[src/rtl/wb_kbd_poller.sv]
// wb_kbd_poller: Wishbone initiator that polls a keyboard peripheral and hands key codes to a consumer.
//   i_clk, i_rst                  : clock, asynchronous active-high reset
//   o_wb_adr/dat/sel/we/cyc/stb   : registered Wishbone initiator outputs (cyc == stb)
//   i_wb_rdt, i_wb_ack            : Wishbone read data and acknowledge
//   o_key, o_key_valid            : captured key code and its valid flag
//   i_key_ready                   : consumer handshake
//   o_err                         : one-cycle pulse on bus timeout
//   o_key_count                   : delivered key counter, wraps
module wb_kbd_poller #(
    parameter int POLL_DIV    = 1000,
    parameter int ACK_TIMEOUT = 255
) (
    input  logic        i_clk,
    input  logic        i_rst,
    output logic [5:0]  o_wb_adr,
    output logic [31:0] o_wb_dat,
    output logic [3:0]  o_wb_sel,
    output logic        o_wb_we,
    output logic        o_wb_cyc,
    output logic        o_wb_stb,
    input  logic [31:0] i_wb_rdt,
    input  logic        i_wb_ack,
    output logic [7:0]  o_key,
    output logic        o_key_valid,
    input  logic        i_key_ready,
    output logic        o_err,
    output logic [15:0] o_key_count
);
    localparam int PW = $clog2(POLL_DIV);
    localparam int WW = $clog2(ACK_TIMEOUT + 1);
    localparam logic [PW-1:0] POLL_MAX = PW'(POLL_DIV - 1);
    localparam logic [WW-1:0] WAIT_MAX = WW'(ACK_TIMEOUT - 1);

    typedef enum logic [2:0] {IDLE, RD_FLAG, RD_DATA, CLR_FLAG, HOLD} state_t;

    state_t        r_state, w_state_n;
    logic [PW-1:0] r_poll;
    logic [WW-1:0] r_wait;
    logic [5:0]    r_adr, w_adr_n;
    logic [31:0]   r_dat, w_dat_n;
    logic [3:0]    r_sel, w_sel_n;
    logic          r_we, w_we_n, r_cyc, w_cyc_n, r_err, w_err_n;
    logic [7:0]    r_shadow, r_key;
    logic          r_key_valid;
    logic [15:0]   r_key_count;
    logic          w_tick, w_ack, w_tmo, w_ld, w_dlv;
    logic          w_unused;

    assign w_tick      = (r_poll == POLL_MAX);
    assign w_ack       = r_cyc & i_wb_ack;
    assign w_tmo       = r_cyc & ~i_wb_ack & (r_wait == WAIT_MAX);
    assign w_unused    = &{1'b0, i_wb_rdt[31:8]};
    assign o_wb_adr    = r_adr;
    assign o_wb_dat    = r_dat;
    assign o_wb_sel    = r_sel;
    assign o_wb_we     = r_we;
    assign o_wb_cyc    = r_cyc;
    assign o_wb_stb    = r_cyc;
    assign o_key       = r_key;
    assign o_key_valid = r_key_valid;
    assign o_err       = r_err;
    assign o_key_count = r_key_count;

    always_comb begin
        w_state_n = r_state;
        w_cyc_n   = r_cyc;
        w_adr_n   = r_adr;
        w_we_n    = r_we;
        w_dat_n   = r_dat;
        w_sel_n   = r_sel;
        w_err_n   = 1'b0;
        w_ld      = 1'b0;
        w_dlv     = 1'b0;
        case (r_state)
            IDLE: if (w_tick && !r_key_valid) begin
                w_state_n = RD_FLAG;
                w_cyc_n   = 1'b1;
                w_adr_n   = 6'h04;
                w_we_n    = 1'b0;
                w_dat_n   = '0;
                w_sel_n   = 4'hF;
            end
            RD_FLAG, RD_DATA, CLR_FLAG: begin
                if (!r_cyc) begin
                    // Launch this state's transaction after the one idle cycle that follows the previous ack.
                    w_cyc_n = 1'b1;
                    w_adr_n = (r_state == RD_DATA) ? 6'h00 : 6'h04;
                    w_we_n  = (r_state == CLR_FLAG);
                    w_dat_n = '0;
                    w_sel_n = 4'hF;
                end else if (w_ack) begin
                    w_cyc_n   = 1'b0;
                    w_ld      = (r_state == RD_DATA);
                    w_dlv     = (r_state == CLR_FLAG);
                    w_state_n = (r_state == RD_FLAG) ? (i_wb_rdt[0] ? RD_DATA : IDLE) :
                                (r_state == RD_DATA) ? CLR_FLAG : HOLD;
                end else if (w_tmo) begin
                    w_cyc_n   = 1'b0;
                    w_err_n   = 1'b1;
                    w_state_n = IDLE;
                end
            end
            HOLD: if (!r_key_valid) w_state_n = IDLE;
            default: w_state_n = IDLE;
        endcase
    end

    always_ff @(posedge i_clk or posedge i_rst) begin
        if (i_rst) begin
            r_state     <= IDLE;
            r_poll      <= '0;
            r_wait      <= '0;
            r_adr       <= '0;
            r_dat       <= '0;
            r_sel       <= '0;
            r_we        <= 1'b0;
            r_cyc       <= 1'b0;
            r_err       <= 1'b0;
            r_shadow    <= '0;
            r_key       <= '0;
            r_key_valid <= 1'b0;
            r_key_count <= '0;
        end else begin
            r_state     <= w_state_n;
            r_poll      <= w_tick ? '0 : r_poll + 1'b1;
            // Wait counter restarts whenever a new strobe goes out.
            r_wait      <= (w_cyc_n && !r_cyc) ? '0 : r_cyc ? r_wait + 1'b1 : r_wait;
            r_adr       <= w_adr_n;
            r_dat       <= w_dat_n;
            r_sel       <= w_sel_n;
            r_we        <= w_we_n;
            r_cyc       <= w_cyc_n;
            r_err       <= w_err_n;
            if (w_ld) r_shadow <= i_wb_rdt[7:0];
            if (w_dlv) begin
                r_key       <= r_shadow;
                r_key_count <= r_key_count + 16'd1;
            end
            r_key_valid <= w_dlv | (r_key_valid & ~i_key_ready);
        end
    end
endmodule

[config.mk]
export PLATFORM = sky130hd
export DESIGN_NAME = wb_kbd_poller
export DESIGN_NICKNAME = d
export VERILOG_FILES = /design/src/rtl/wb_kbd_poller.sv
export SDC_FILE = /design/constraint.sdc
export NUM_CORES = 1
export LEC_CHECK = 0
export BUFFER_PORTS_ARGS = -buffer_cell sky130_fd_sc_hd__buf_2
export CORE_ASPECT_RATIO = 1.2
export CORE_MARGIN = 4
export CORE_UTILIZATION = 36
export CTS_BUF_LIST = sky130_fd_sc_hd__clkbuf_16
export DETAILED_ROUTE_END_ITERATION = 10
export PLACE_DENSITY = 0.61
export SLEW_MARGIN = 25
export SYNTH_ARGS = -nofsm -noshare
export SYNTH_HDL_FRONTEND = slang
export SYNTH_SLANG_ARGS = --single-unit
[constraint.sdc]
create_clock -name i_clk -period 1.8 [get_ports i_clk]
set_input_delay 0 -clock i_clk [delete_from_list [all_inputs] [get_ports i_clk]]
set_output_delay 0 -clock i_clk [all_outputs]
set_load 0.1 [all_outputs]
==> results_dict.tcl <==
set metrics [dict create \
    power_density_nw_per_um2 899 \
    post-route-util 0.452 \
    core_um2 8150 \
    syn_inst 301 \
    synthTopCellsByCount "59 x dfrtp_1, 50 x nand2_1, 41 x buf_4" \
    fillerInstances 766 \
    yosysMostFrequentCell "dfrtp_1" \
    p_clk_frac 0.479 \
    remaining_drc_errors 0 \
    ys_ff_latch 59 \
    clk_latency_ps 320 \
    viasPerCell 4.48 \
    vdd.ir_drop.worst_v 0.000597 \
    grt_pass1_vias 2066 \
    grt_max_degree 60 \
    drv_slew 0 \
    cts_tree "done" \
    synth_edf_count 0 \
    maxCapViolations 0 \
    holdCritPathClass "in2async" \
    crit_path_end_kind "flip-flop" \
    clock.fmax_mhz 611 \
    period_needed_ps 1640 \
    ant_nets 0 \
    cts_max_path_buffers 2 \
    wl_um 5910 \
    yosys_warnings 0 \
    skew_ps 6.49 \
    yosysTopAreaCell "dfrtp_1" \
    timing.rr.start "r_poll[1]" \
    yosysSeqAreaShare 0.489 \
    ys_types 44 \
    cts_inserted_buffers 9 \
    crit_chain "ha_1 -> and4b_1 -> nand3_2 -> o41ai_4 -> buf_4 -> o22ai_1" \
    arrival_ps 1830 \
    final_nets 408 \
    vias 2183 \
    hold_viol_final 0 \
    diodes 0 \
    layout-drive-gt1-share 0.263 \
    power.switching_mw 0.917 \
    die_x_um 91.6 \
    synth_largest_type_area_fraction 0.489 \
    comb_power_share 0.121 \
    chipHeight_um 108 \
    root_buffer "clkbuf_16" \
    area_growth_syn_to_layout_pct 22.1 \
    synth_area_per_cell_um2 10.0 \
    worstPathRequired_ps 2000 \
    setup_viol 0 \
    numClockSinks 59 \
    ys_top_cells_by_area "dfrtp_1 49%, buf_4 10%, nand2_1 6.2%" \
    num_rows 36 \
    slowest_stage "dfrtp_1" \
    crit_fanout 9 \
    dr.pass1.iters 4 \
    portBuffers 45 \
    async_reset_ff_frac 1.00 \
    internal_power_mw 2.40 \
    clk_pin_slew_worst_paths_ps 50 \
    syn_area_um2 3020 \
    r2r_cells 6 \
    r2r_end "r_wait[2]" \
    dp_hpwl_um 4150 \
    seqPwrFrac 0.401 \
    worstSetupPathType "reg2reg" \
    dieArea_um2 9930 \
    cts_max_level 3 \
    startpoint_type "flip-flop" \
    outcome "complete, no violations" \
    place.gp.congestion 0.836 \
    fin_tns_setup_ps 0 \
    cpPeakStageDelay_ps 380 \
    rsz0062_at_grt "false" \
    cts_setup_buffers 0 \
    synthFlopType "dfrtp_1" \
    grt_pass1_wl_um 10300 \
    grt.overflow.total 0 \
    start_util 0.370 \
    finalCritPeriodShare 0.909 \
    r2r_slack_ps 160 \
    antenna_found_initial 0 \
    routedWlPerCell_um 12.1 \
    grt_usage 0.131 \
    drt_iter0_drc 113 \
    switching_share 0.277 \
    p_leak_nw 1.89 \
    num_io_pins 107 \
]
-- stage by stage --
step	area, um^2	setup slack [ps]	hold WS, ps	power (mW)	std cells
4_1_cts	3690	166	298	3.36	487
3_3_place_gp	3300	172	85.7	1.73	460
5_1_grt	3690	1.33	321	3.44	487
6_report	3690	165	284	3.32	487
3_5_place_dp	3300	172	86.4	1.73	460
2_1_floorplan	3180	35.9	96.4	1.77	337
-- critical path: cells and delay by family (launching register included) --
family                   cells  cell delay [ps]
buffers and inverters        1              210
flip-flops                   1              380
AO/OA/AOI/OAI                2              310
adder cells (fa/ha/maj)      1              180
AND/OR/NAND/NOR              2              440
-- placed cells by master, fill, tap and decap left out, types with 2 or more instances in the layout --
master / netlist / routed
buf_4: 41 / 12
inv_1: 7 / 9
a21o_1: 2 / 2
ha_1: 4 / 4
clkbuf_16: 0 / 9
a31oi_1: 2 / 2
a21oi_1: 7 / 7
conb_1: 1 / 37
and4_1: 2 / 2
nand2_1: 50 / 50
mux2_2: 8 / 8
and4b_1: 2 / 2
nor2_1: 15 / 15
nand2b_1: 2 / 2
and2_1: 2 / 2
dfrtp_1: 59 / 48
nand4_1: 8 / 8
nand3b_1: 2 / 2
dfrtp_2: 0 / 11
buf_2: 6 / 45
nor3_1: 7 / 7
clkinv_1: 1 / 3
nand3_1: 11 / 11
dlygate4sd3_1: 0 / 11
xnor2_1: 12 / 12
o31ai_1: 2 / 2
and3_1: 4 / 4
o21ai_0: 4 / 4
o22ai_1: 8 / 8
xor2_1: 14 / 14
or2_2: 2 / 2
-- final cells by class --
cell class	instances	area, um^2	area share
clock buffers	9	225	0.0611
clock inverters	7	53.8	0.0146
inverters	8	30.0	0.00814
multi-input cells	221	1300	0.353
flip-flops and latches	59	1490	0.404
well taps	114	143	0.0387
repair buffers	69	445	0.121
-- kinds of logic (layout without fill, tap and decap cells) --
group | after synthesis | count (layout) | share of synthesized area
flops | 59 | 59 | 0.489
simple gates | 116 | 116 | 0.191
other cells | 1 | 37 | 0.00124
mux | 8 | 8 | 0.0298
xor+xnor | 26 | 26 | 0.0754
buf+inv | 57 | 93 | 0.127
fa+ha+maj | 4 | 4 | 0.0166
compound gates | 30 | 30 | 0.0700
-- power groups by stage --
stage / registers, mW / logic [mW] / clock network (mW)
2_1_floorplan: 1.35 / 0.418 / 0
3_3_place_gp: 1.35 / 0.381 / 0
3_5_place_dp: 1.35 / 0.382 / 0
4_1_cts: 1.33 / 0.400 / 1.63
5_1_grt: 1.33 / 0.414 / 1.70
6_report: 1.33 / 0.400 / 1.59
-- routing by layer --
| layer | track usage | part of all wire |
|---|---|---|
| met2 | 0.202 | 0.48 |
| met3 | 0.0438 | 0.066 |
| met1 | 0.175 | 0.44 |
| met4 | 0.0420 | 0.013 |
| met5 | 0 | 0 |
-- worst max path at each step --
stage | start | endpoint | slack [ps] | depth (start not counted)
floorplan | o_wb_cyc | o_key_count[14] | 40 | 5
global placement | r_poll[1] | r_wait[5] | 170 | 6
detailed placement | r_poll[1] | r_wait[2] | 170 | 6
CTS | r_poll[1] | r_wait[2] | 170 | 6
global route | r_poll[1] | r_wait[2] | 1 | 6
finish | r_poll[1] | r_wait[2] | 160 | 6
-- state kept, by name (all words and copies together), names as in the netlist --
name	count
r_wait	8
o_wb_sel	1
o_key_count	16
r_state	3
o_wb_adr	1
r_shadow	8
o_wb_we	1
o_key_valid	1
o_wb_cyc	1
o_key	8
o_err	1
r_poll	10
-- repair_timing --
item,4_1_cts,5_1_grt
hold buffers,11,0
gates resized for setup,0,0
endpoints found under the hold margin,69,0
endpoints found under the setup margin,0,0
Note: power is estimated with default switching activity, not from simulation.
